[src/rtl/seven_seg_scan.sv]
// Four-digit common-anode 7-segment scanner for the stopwatch display.
// Multiplexes min/sec BCD digits and blinks the selected pair in adjust mode.
module seven_seg_scan #(
  parameter int SCAN_DIV    = 100000,
  parameter int BLINK_TICKS = 200
) (
  input  logic       clk,
  input  logic       reset,
  input  logic [2:0] min1,
  input  logic [3:0] min2,
  input  logic [2:0] sec1,
  input  logic [3:0] sec2,
  input  logic       adj,
  input  logic       sel,
  output logic [3:0] an,
  output logic [6:0] seg,
  output logic       dp
);

  localparam int DW = $clog2(SCAN_DIV);
  localparam int BW = (BLINK_TICKS > 1) ? $clog2(BLINK_TICKS) : 1;

  logic [DW-1:0] div_cnt_q, div_cnt_d;
  logic [1:0]    idx_q, idx_d;
  logic [BW-1:0] blink_cnt_q, blink_cnt_d;
  logic          blink_ph_q, blink_ph_d;
  logic [3:0]    an_q, an_d;
  logic [6:0]    seg_q, seg_d;
  logic          dp_q, dp_d;
  logic          tick;
  logic          blank;
  logic [3:0]    digit;

  function automatic logic [6:0] decode(input logic [3:0] v);
    case (v)
      4'd0:    decode = 7'b1000000;
      4'd1:    decode = 7'b1111001;
      4'd2:    decode = 7'b0100100;
      4'd3:    decode = 7'b0110000;
      4'd4:    decode = 7'b0011001;
      4'd5:    decode = 7'b0010010;
      4'd6:    decode = 7'b0000010;
      4'd7:    decode = 7'b1111000;
      4'd8:    decode = 7'b0000000;
      4'd9:    decode = 7'b0010000;
      default: decode = 7'h7F;
    endcase
  endfunction

  always_comb begin
    tick      = (div_cnt_q == DW'(SCAN_DIV - 1));
    div_cnt_d = tick ? '0 : div_cnt_q + DW'(1);
    idx_d     = tick ? idx_q + 2'd1 : idx_q;

    // Blink state only runs while adjusting, so each adjust session starts visible.
    blink_cnt_d = blink_cnt_q;
    blink_ph_d  = blink_ph_q;
    if (!adj) begin
      blink_cnt_d = '0;
      blink_ph_d  = 1'b0;
    end else if (tick) begin
      if (blink_cnt_q == BW'(BLINK_TICKS - 1)) begin
        blink_cnt_d = '0;
        blink_ph_d  = ~blink_ph_q;
      end else begin
        blink_cnt_d = blink_cnt_q + BW'(1);
      end
    end

    case (idx_q)
      2'd0:    digit = sec2;
      2'd1:    digit = {1'b0, sec1};
      2'd2:    digit = min2;
      default: digit = {1'b0, min1};
    endcase

    // idx 2,3 are the minutes pair, idx 0,1 the seconds pair.
    blank = adj & blink_ph_q & (sel ? ~idx_q[1] : idx_q[1]);
    an_d  = ~(4'b0001 << idx_q);
    seg_d = blank ? 7'h7F : decode(digit);
    dp_d  = ~(idx_q == 2'd2);
  end

  always_ff @(posedge clk or negedge reset) begin
    if (!reset) begin
      div_cnt_q   <= '0;
      idx_q       <= 2'd0;
      blink_cnt_q <= '0;
      blink_ph_q  <= 1'b0;
      an_q        <= 4'b1111;
      seg_q       <= 7'h7F;
      dp_q        <= 1'b1;
    end else begin
      div_cnt_q   <= div_cnt_d;
      idx_q       <= idx_d;
      blink_cnt_q <= blink_cnt_d;
      blink_ph_q  <= blink_ph_d;
      an_q        <= an_d;
      seg_q       <= seg_d;
      dp_q        <= dp_d;
    end
  end

  assign an  = an_q;
  assign seg = seg_q;
  assign dp  = dp_q;

endmodule

[config.mk]
export PLATFORM = sky130hd
export DESIGN_NAME = seven_seg_scan
export DESIGN_NICKNAME = d
export VERILOG_FILES = /design/src/rtl/seven_seg_scan.sv
export SDC_FILE = /design/constraint.sdc
export NUM_CORES = 1
export LEC_CHECK = 0
export ABC_AREA = 1
export CELL_PAD_IN_SITES_DETAIL_PLACEMENT = 1
export CELL_PAD_IN_SITES_GLOBAL_PLACEMENT = 2
export CORE_MARGIN = 3
export CORE_UTILIZATION = 34
export CTS_CLUSTER_DIAMETER = 60
export CTS_CLUSTER_SIZE = 25
export DETAILED_ROUTE_END_ITERATION = 10
export GPL_TIMING_DRIVEN = 0
export PLACE_DENSITY = 0.94
export SETUP_SLACK_MARGIN = 0.1
export SLEW_MARGIN = 15
export SYNTH_ARGS = -nofsm -noshare
export SYNTH_HDL_FRONTEND = slang
export SYNTH_SLANG_ARGS = --single-unit
[constraint.sdc]
create_clock -name clk -period 4.4 [get_ports clk]
set_input_delay 0.66 -clock clk [delete_from_list [all_inputs] [get_ports clk]]
set_output_delay 0.66 -clock clk [all_outputs]
set_load 0.1 [all_outputs]
-- Word-level counts from Yosys, hierarchy flattened
Memory sizes are Yosys's and may differ from the RTL's.
Cells that the tools add are included.
- add/sub/neg operators: 3
- equal/unequal tests: 6
- shift-type cells: 1
- multiplexer cells: 10
- bitwise gates (word level): 6
- reductions and logical operators: 2
- operator list (operator ; count):
    two-way mux 8 bit ; 3
    adder 17 x 1 -> 17 bit (second input constant) ; 1
    equality test 17 bit (second input constant) ; 1
    two-way mux 17 bit ; 1
    one-hot mux 4 bit (3 select lines) ; 1
    adder 8 x 1 -> 8 bit (second input constant) ; 1
    equality test 8 bit (second input constant) ; 1
    two-way mux 7 bit ; 1
    two-way mux 1 bit ; 4
    inequality test 2 x 1 -> 1 bit (second input constant) ; 2
    NOT 4 bit ; 1
    << shifter 1 x 2 -> 4 bit (first input constant) ; 1
    NOT 1 bit ; 3
    adder 2 x 1 -> 2 bit (second input constant) ; 1
    AND 1 bit ; 2
    equality test 2 x 1 -> 1 bit (second input constant) ; 1
    equality test 2 bit (second input constant) ; 1
    zero test 2 bit ; 1
    AND reduction 2 bit ; 1
- register bits after elaboration: 40
- bits in read-only memories: 112
- input port bits: 18
- output and inout port bits: 12
- word-level logic and storage cells: 36
- memories: 1
- memory list (memory ; words ; bits a word ; rd ports ; clocked after memory_dff ; wr ports ; RTL line ; RTL):
    (no name shown) ; 16 ; 7 ; 1 ; 0 ; 0 ; 35 ; case (v)

-- Logic depth before layout (Yosys ltp)
Gate-level depths: netlist (run 1).
- depth in word-level cells: 4
- depth in mapped cells: 12
- mapped depth without buffers: 12

-- Least setup slack after synthesis (run 1)
No wires, ideal clock.
- kind: register to output
- start: reg an_q[2], in the netlist an[2]
- end: out an[2]
- data arrival time: 1.217 ns
- data required time: 3.740 ns
- setup slack: 2.523 ns
- cell stages (with the launch flop): 2
- buffers on the path: 1
- path through: dfstp_2 buf_4
- RTL lines (item ; RTL line ; RTL):
    start: declaration ; 27 ; logic [3:0] an_q, an_d;
    start signal: assignment ; 98 ; an_q <= an_d;
    end: declaration ; 15 ; output logic [3:0] an,
No word-level cell between the ends.

-- Worst setup path in the final report (run 1)
- start: reg an_q[2], in the netlist an[2]
- end: out an[2]
No word-level cell between the ends.

==> summary.md, run 1 <==
| Metric | Value |
|---|---|
| Status | `completed` |
| Initial antenna violation count | `0` |
| Hold Slack | `267.2 ps` |
| Nets@finish | `~380` |
| Largest cells by area after synthesis | `dfrtp_1 (30%), nand2_1 (16%), dfstp_2 (12%)` |
| Die area | `7850 um^2` |
| Worst-skew pair later-pin latency | `300 ps` |
| Worst min path class | `primary input to async pin` |
| CTS tree | `yes` |
| Post-Syn Area | `2320 um^2` |
| Placed Cells | `roughly 420` |
| Synth-to-Final Area Change | `21.20%` |
| Post-synth top flop | `dfrtp_1` |
| Clk network pwr share | `0.357` |
| H-tree depth | `2` |
| Setup crit start | `an[2]` |
| Sw Share | `0.2815` |
| TritonCTS buffer count | `5` |
| Crit start category | `flip-flop` |
| Worst setup EP type | `output pin` |
| Drt first-iter violations | `68` |
| Worst Max-Slew Pin Slew | `a little under 1000 ps` |
| Routed via count | `2046` |
| Biggest area consumer among synthesized cells | `dfrtp_1` |
| Via density | `4.814` |
| Sink Count | `39` |
| #FFs+latches synth | `39` |
| CP Data Required Time | `3740 ps` |
| R2R Path End | `seg[1]` |
| Register Area | `989.7 um^2` |
| Row count | `29` |
| Worst-path fanout max | `2` |
| Commonest non-fill, non-tap cell in the layout | `nand2_1` |
| Reg2Reg Setup Slack | `2210 ps` |
| First drt pass iteration count | `4` |
| Die W | `between 80 and 90 um` |
| Chip height | `around 89 um` |
| Setup TNS | `0 ps` |
| Avg WL per Cell | `13.65 um` |
| Final setup violation count | `0` |
| Syn avg cell area | `between 7 and 8 um^2` |
| RSZ-0062 raised after global routing | `false` |
| ANT nets after route | `0` |
| CP Cell Sequence | `buf_4, clkdlybuf4s50_1` |
| CP endpoint | `an[2]` |
| Layout cells sized above 1 | `0.1121` |
| Max transition margin | `0.3349` |
| Area of the multi-input gates | `roughly 1100 um^2` |
| Vias in the first global route | `2156` |
| First-pass GRT wire length | `10.34 mm` |
| Final slew viol count | `0` |
| Critical path type | `flip-flop to output pin` |
| Antenna cell count | `0` |
| Leakage power | `1.396 nW` |
| CP peak stage delay | `about 1100 ps` |
| Root Buffer | `clkbuf_8` |
| Total grt overflow | `0` |
| Filler cell count in the final layout | `803` |
| Area share of the largest cell type after synthesis | `0.3020` |
| Most frequent cells in the layout | `nand2_1 (97), inv_1 (46), nor2_1 (39)` |
| Clock period minus worst slack | `2724 ps` |
| Async SR Flop Fraction | `1.000` |
| Critical path depth in cells | `2` |
| Max Freq | `0.3671 GHz` |
| DP HPWL | `4.527 mm` |
| Final hold violations | `0` |
| R2r startpoint | `idx_q[0]` |
| Fin cells | `425` |
| I/O Buffers | `28` |
| Cell count after synthesis | `311` |
| Period utilization | `0.6191` |
| # DRC | `0` |
| Core Region | `6495 um^2` |
| Routability-driven placement congestion ratio | `0.7755` |
| Setup Skew | `9.535 ps` |
| Post-synth EDFFs | `0` |
| Sequential area share after synthesis | `0.4266` |
| Power density cells | `between 200 and 300 nW/um^2` |
| Routed wire length | `5.803 mm` |
| Power Internal | `0.5499 mW` |
| GRT Total Usage | `0.1715` |
| Post-CTS Setup Bufs | `0` |
| Post-CTS resize count | `0` |
| Critical Path AT | `2060 ps` |
| Switching pwr | `0.2155 mW` |
| Buf+Inv Stages, Crit Path | `2` |
| Comb power frac | `0.154` |
| I/O pin total | `30` |
| Reg clk slew, reported paths | `70 ps` |
| Initial Utilization | `0.3572` |
| Hold Buf Count CTS | `0` |
| Max-cap violations | `0` |
| Sequential Power Share | `0.489` |
| Yosys warning count | `0` |
| Synth Net Count | `339` |
| Largest net degree at the start of global routing | `28` |
| Clk buf depth | `2` |
| CP delay by family, top | `buffers and inverters` |
| Slowest cell on the critical path | `clkdlybuf4s50_1` |
| Maximum vdd drop | `156.5 uV` |
| Unique masters post-synth | `30` |
| Reg2reg path depth | `9` |
metal layers:
| metal | GRT usage | routed length (um) |
|---|---|---|
| met5 | 0 | 0 |
| met3 | 0.03352 | 143 |
| met2 | 0.2821 | 2858 |
| met4 | 0.05769 | 85 |
| met1 | 0.2263 | 2714 |
worst min path at each step:
stage                     endpoint  slack [ps]
finish                  blink_ph_q         270
global route            blink_ph_q         270
CTS                     blink_ph_q         260
detailed placement    div_cnt_q[0]         450
global placement      div_cnt_q[0]         450
floorplan           blink_cnt_q[0]         360
registers in the layout, indices dropped and copies added (netlist names):
signal,cells
div_cnt_q,17
blink_ph_q,1
an,4
blink_cnt_q,8
idx_q,2
seg,7
Yosys cell counts, types with 4 or more instances:
cell type / instances
nand4_1: 6
nor3_1: 6
nor2_1: 39
nand3_1: 21
ha_1: 10
o21ai_0: 9
inv_1: 46
xor2_1: 8
nand2_1: 97
dfrtp_1: 28
a21oi_1: 4
dfstp_2: 11
logic make-up (layout without fill, tap and decap cells):
kind of cell	count (synthesis)	in the layout	share of synthesized area
buffers and inverters	50	87	0.08684
AND/OR/NAND/NOR	180	180	0.3323
adder cells (fa/ha/maj)	10	10	0.05394
XOR/XNOR	8	8	0.03021
AO/OA/AOI/OAI	24	24	0.07012
flip-flops	39	39	0.4266
final cells by class:
type | instances | share of cell area
buffer | 3 | 0.008456
clock buffer | 8 | 0.03560
timing repair buffer | 29 | 0.1050
inverter | 47 | 0.06320
multi-input combinational | 222 | 0.4014
sequential | 39 | 0.3520
tap | 77 | 0.03427
per-stage QoR:
stage                 util  area, um^2  setup slack (ps)  power [mW]
finish              0.4329        2811              1676      0.7653
global route        0.4329        2811              1627      0.8004
CTS                 0.4329        2811              1655      0.7760
detailed placement  0.4175        2711              1934      0.5002
global placement    0.4151        2696              1655      0.4958
floorplan                -        2320              2523      0.4575
worst register-to-register path, cell delays in order, from the launching register on:
cell and delay (ps):
dfrtp_1 410, inv_1 110, ha_1 280, nand2_1 90, nand2_1 50, o21bai_1 350, inv_1 160, ha_1 320
or2_2 300, nand2_1 70
power groups by stage:
stage	Sequential, mW	Clock (mW)	Combinational [mW]
after floorplan	0.433	0	0.0249
after global placement	0.380	0	0.116
after detailed placement	0.381	0	0.119
after CTS	0.374	0.282	0.120
after global routing	0.375	0.298	0.127
final	0.374	0.274	0.118
Power figures use the tool's default switching activity.
==> run 2, diff against run 1 <==
--- a/config.mk
+++ b/config.mk
@@ -9,12 +9,12 @@
 export CELL_PAD_IN_SITES_DETAIL_PLACEMENT = 1
 export CELL_PAD_IN_SITES_GLOBAL_PLACEMENT = 2
 export CORE_MARGIN = 3
-export CORE_UTILIZATION = 34
+export CORE_UTILIZATION = 28
 export CTS_CLUSTER_DIAMETER = 60
 export CTS_CLUSTER_SIZE = 25
 export DETAILED_ROUTE_END_ITERATION = 10
 export GPL_TIMING_DRIVEN = 0
-export PLACE_DENSITY = 0.94
+export PLACE_DENSITY = 0.84
 export SETUP_SLACK_MARGIN = 0.1
 export SLEW_MARGIN = 15
 export SYNTH_ARGS = -nofsm -noshare
==> constraint.sdc (replaced) <==
create_clock -name clk -period 2.5 [get_ports clk]
set_input_delay 0.375 -clock clk [delete_from_list [all_inputs] [get_ports clk]]
set_output_delay 0.375 -clock clk [all_outputs]
set_load 0.1 [all_outputs]
==> summary.md, run 2 (synthesis results as in run 1) <==
| Metric | Value |
|---|---|
| Critical Path AT | `1970 ps (-90 ps)` |
| Leakage power | `1.395 nW (about the same)` |
| Core Region | `7888 um^2 (+21%)` |
| Root Buffer | `clkbuf_8` |
| Most frequent cells in the layout | `nand2_1 (97), inv_1 (46), nor2_1 (39)` |
| Nets@finish | `375 (unchanged)` |
| Fin cells | `450 (+5.9%)` |
| Placed Cells | `442 (+6.0%)` |
| Largest register FFs | `17 (unchanged)` |
| Area of the multi-input gates | `1129 um^2 (unchanged)` |
| Critical path depth in cells | `1 (-1)` |
| First-pass GRT wire length | `10.07 mm (-2.6%)` |
| Worst setup EP type | `output pin` |
| GRT Total Usage | `0.1303 (-0.04120)` |
| Chip height | `97.02 um (+9.5%)` |
| CP Cell Sequence | `clkdlybuf4s50_1` |
| Top reg by flops | `div_cnt_q` |
| Switching pwr | `0.3833 mW (+78%)` |
| I/O pin total | `30 (unchanged)` |
| Synth-to-Final Area Change | `22.76%` |
| Layout cells sized above 1 | `0.1092 (-0.002874)` |
| Crit start category | `flip-flop` |
| H-tree depth | `2 (unchanged)` |
| Final setup violation count | `0 (unchanged)` |
| Worst Max-Slew Pin Slew | `979.2 ps (-15.33 ps)` |
| Worst-skew pair later-pin latency | `300 ps (about the same)` |
| Power density cells | `490.9 nW/um^2 (+80%)` |
| Setup Skew | `9.539 ps (+0.003970 ps)` |
| Antenna cell count | `0 (unchanged)` |
| Sequential Power Share | `0.471 (-0.018)` |
| Worst-path fanout max | `2 (unchanged)` |
| Hold Buf Count CTS | `0 (unchanged)` |
| Worst min path class | `primary input to async pin` |
| Worst setup slack after layout | `151.6 ps (-1524 ps)` |
| Vias in the first global route | `2057 (-4.6%)` |
| CP endpoint | `dp` |
| First drt pass iteration count | `4 (unchanged)` |
| Reg2Reg Setup Slack | `310 ps (-1900 ps)` |
| CP Data Required Time | `2120 ps (-1620 ps)` |
| Period utilization | `0.9393` |
| Via density | `4.473 (-7.1%)` |
| Die area | `9413 um^2 (+20%)` |
| Max-cap violations | `0 (unchanged)` |
| Clk buf depth | `2 (unchanged)` |
| CP delay by family, top | `buffers and inverters` |
| Avg WL per Cell | `12.57 um (-7.9%)` |
| Maximum vdd drop | `212.4 uV (+36%)` |
| Filler cell count in the final layout | `982 (+22%)` |
| Reg2reg path depth | `9 (unchanged)` |
| Max Freq | `approximately 0.43 GHz` |
| Total grt overflow | `0 (unchanged)` |
| Largest net degree at the start of global routing | `30 (+7.1%)` |
| Dpl ws | `312.9 ps (-1622 ps)` |
| Commonest non-fill, non-tap cell in the layout | `nand2_1` |
| Final hold violations | `0 (unchanged)` |
| Post-CTS resize count | `1 (+1)` |
| R2r startpoint | `idx_q[0]` |
| Initial Utilization | `0.2941 (-0.06306)` |
| Row count | `32 (+10%)` |
| CP peak stage delay | `1130 ps (about the same)` |
| Die W | `97.02 um (+9.5%)` |
| Sw Share | `0.2742 (-0.007340)` |
| R2R Path End | `seg[1]` |
| Status | `completed` |
| Drt first-iter violations | `77 (+13%)` |
| Post-CTS Setup Bufs | `0 (unchanged)` |
| Buf+Inv Stages, Crit Path | `1 (-1)` |
| Slowest cell on the critical path | `clkdlybuf4s50_1` |
| Sink Count | `39 (unchanged)` |
| Clock period minus worst slack | `~2300 ps` |
| Routability-driven placement congestion ratio | `0.7461 (-3.8%)` |
| I/O Buffers | `28 (unchanged)` |
| Power Total | `1.398 mW (+83%)` |
| Critical path type | `flip-flop to output pin` |
| Comb power frac | `0.149 (-0.005)` |
| Setup crit start | `an[2]` |
| # DRC | `0 (unchanged)` |
| Max transition margin | `0.3451 (+0.01025)` |
| RSZ-0062 raised after global routing | `false` |
| Register Area | `989.7 um^2 (unchanged)` |
| CTS tree | `yes` |
| Final slew viol count | `0 (unchanged)` |
| TritonCTS buffer count | `5 (unchanged)` |
| DP HPWL | `4.453 mm (-1.6%)` |
| Routed wire length | `5.657 mm (-2.5%)` |
| Power Internal | `1.015 mW (+85%)` |
| ANT nets after route | `0 (unchanged)` |
| Clk network pwr share | `0.380 (+0.023)` |
| Routed via count | `2013 (-1.6%)` |
| Reg clk slew, reported paths | `80 ps (about the same)` |
| Initial antenna violation count | `0 (unchanged)` |
==> run 2: how the worst min path moves through the flow <==
stage | slack [ps] | startpoint | depth (start not counted) | end
final | 200 | reset | 1 | an[0]
after floorplan | 80 | reset | 0 | blink_cnt_q[0]
after global placement | 450 | div_cnt_q[0] | 1 | div_cnt_q[0]
after detailed placement | 460 | div_cnt_q[0] | 1 | div_cnt_q[0]
after global routing | 230 | reset | 1 | an[2]
after CTS | 210 | reset | 1 | an[3]
==> run 2: layer usage <==
metal / track usage / up-vias / wire [um]
met1: 0.1746 / 963 / 2787
met4: 0.03888 / 0 / 71
met2: 0.2123 / 13 / 2685
met5: 0 / - / 0
met3: 0.02596 / 7 / 111
li1: - / 1030 / -
==> run 2: layout make-up <==
cell class	count	share of cell area
plain buffers	3	0.008348
clock buffers	7	0.02680
clock inverters	1	0.01054
inverters	47	0.06239
multi-input cells	222	0.3963
flip-flops and latches	39	0.3475
well taps	102	0.04482
repair buffers	29	0.1033
==> run 2: power by group through the flow <==
stage	Clock, mW	Sequential [mW]	Combinational [mW]
after floorplan	0	0.761	0.0439
after global placement	0	0.670	0.206
after detailed placement	0	0.671	0.211
after CTS	0.555	0.659	0.212
after global routing	0.575	0.660	0.225
final	0.531	0.658	0.208
==> run 2: metrics by stage <==
stage                     hold slack (ps)  cell area, um^2  utilization  TNS (ps)
after floorplan                     79.41             2320            -         0
after global placement              450.3             2728       0.3458    -66.49
after detailed placement            463.5             2743       0.3477         0
after CTS                           212.3             2848       0.3610         0
after global routing                228.6             2848       0.3610         0
final                               202.3             2848       0.3610         0
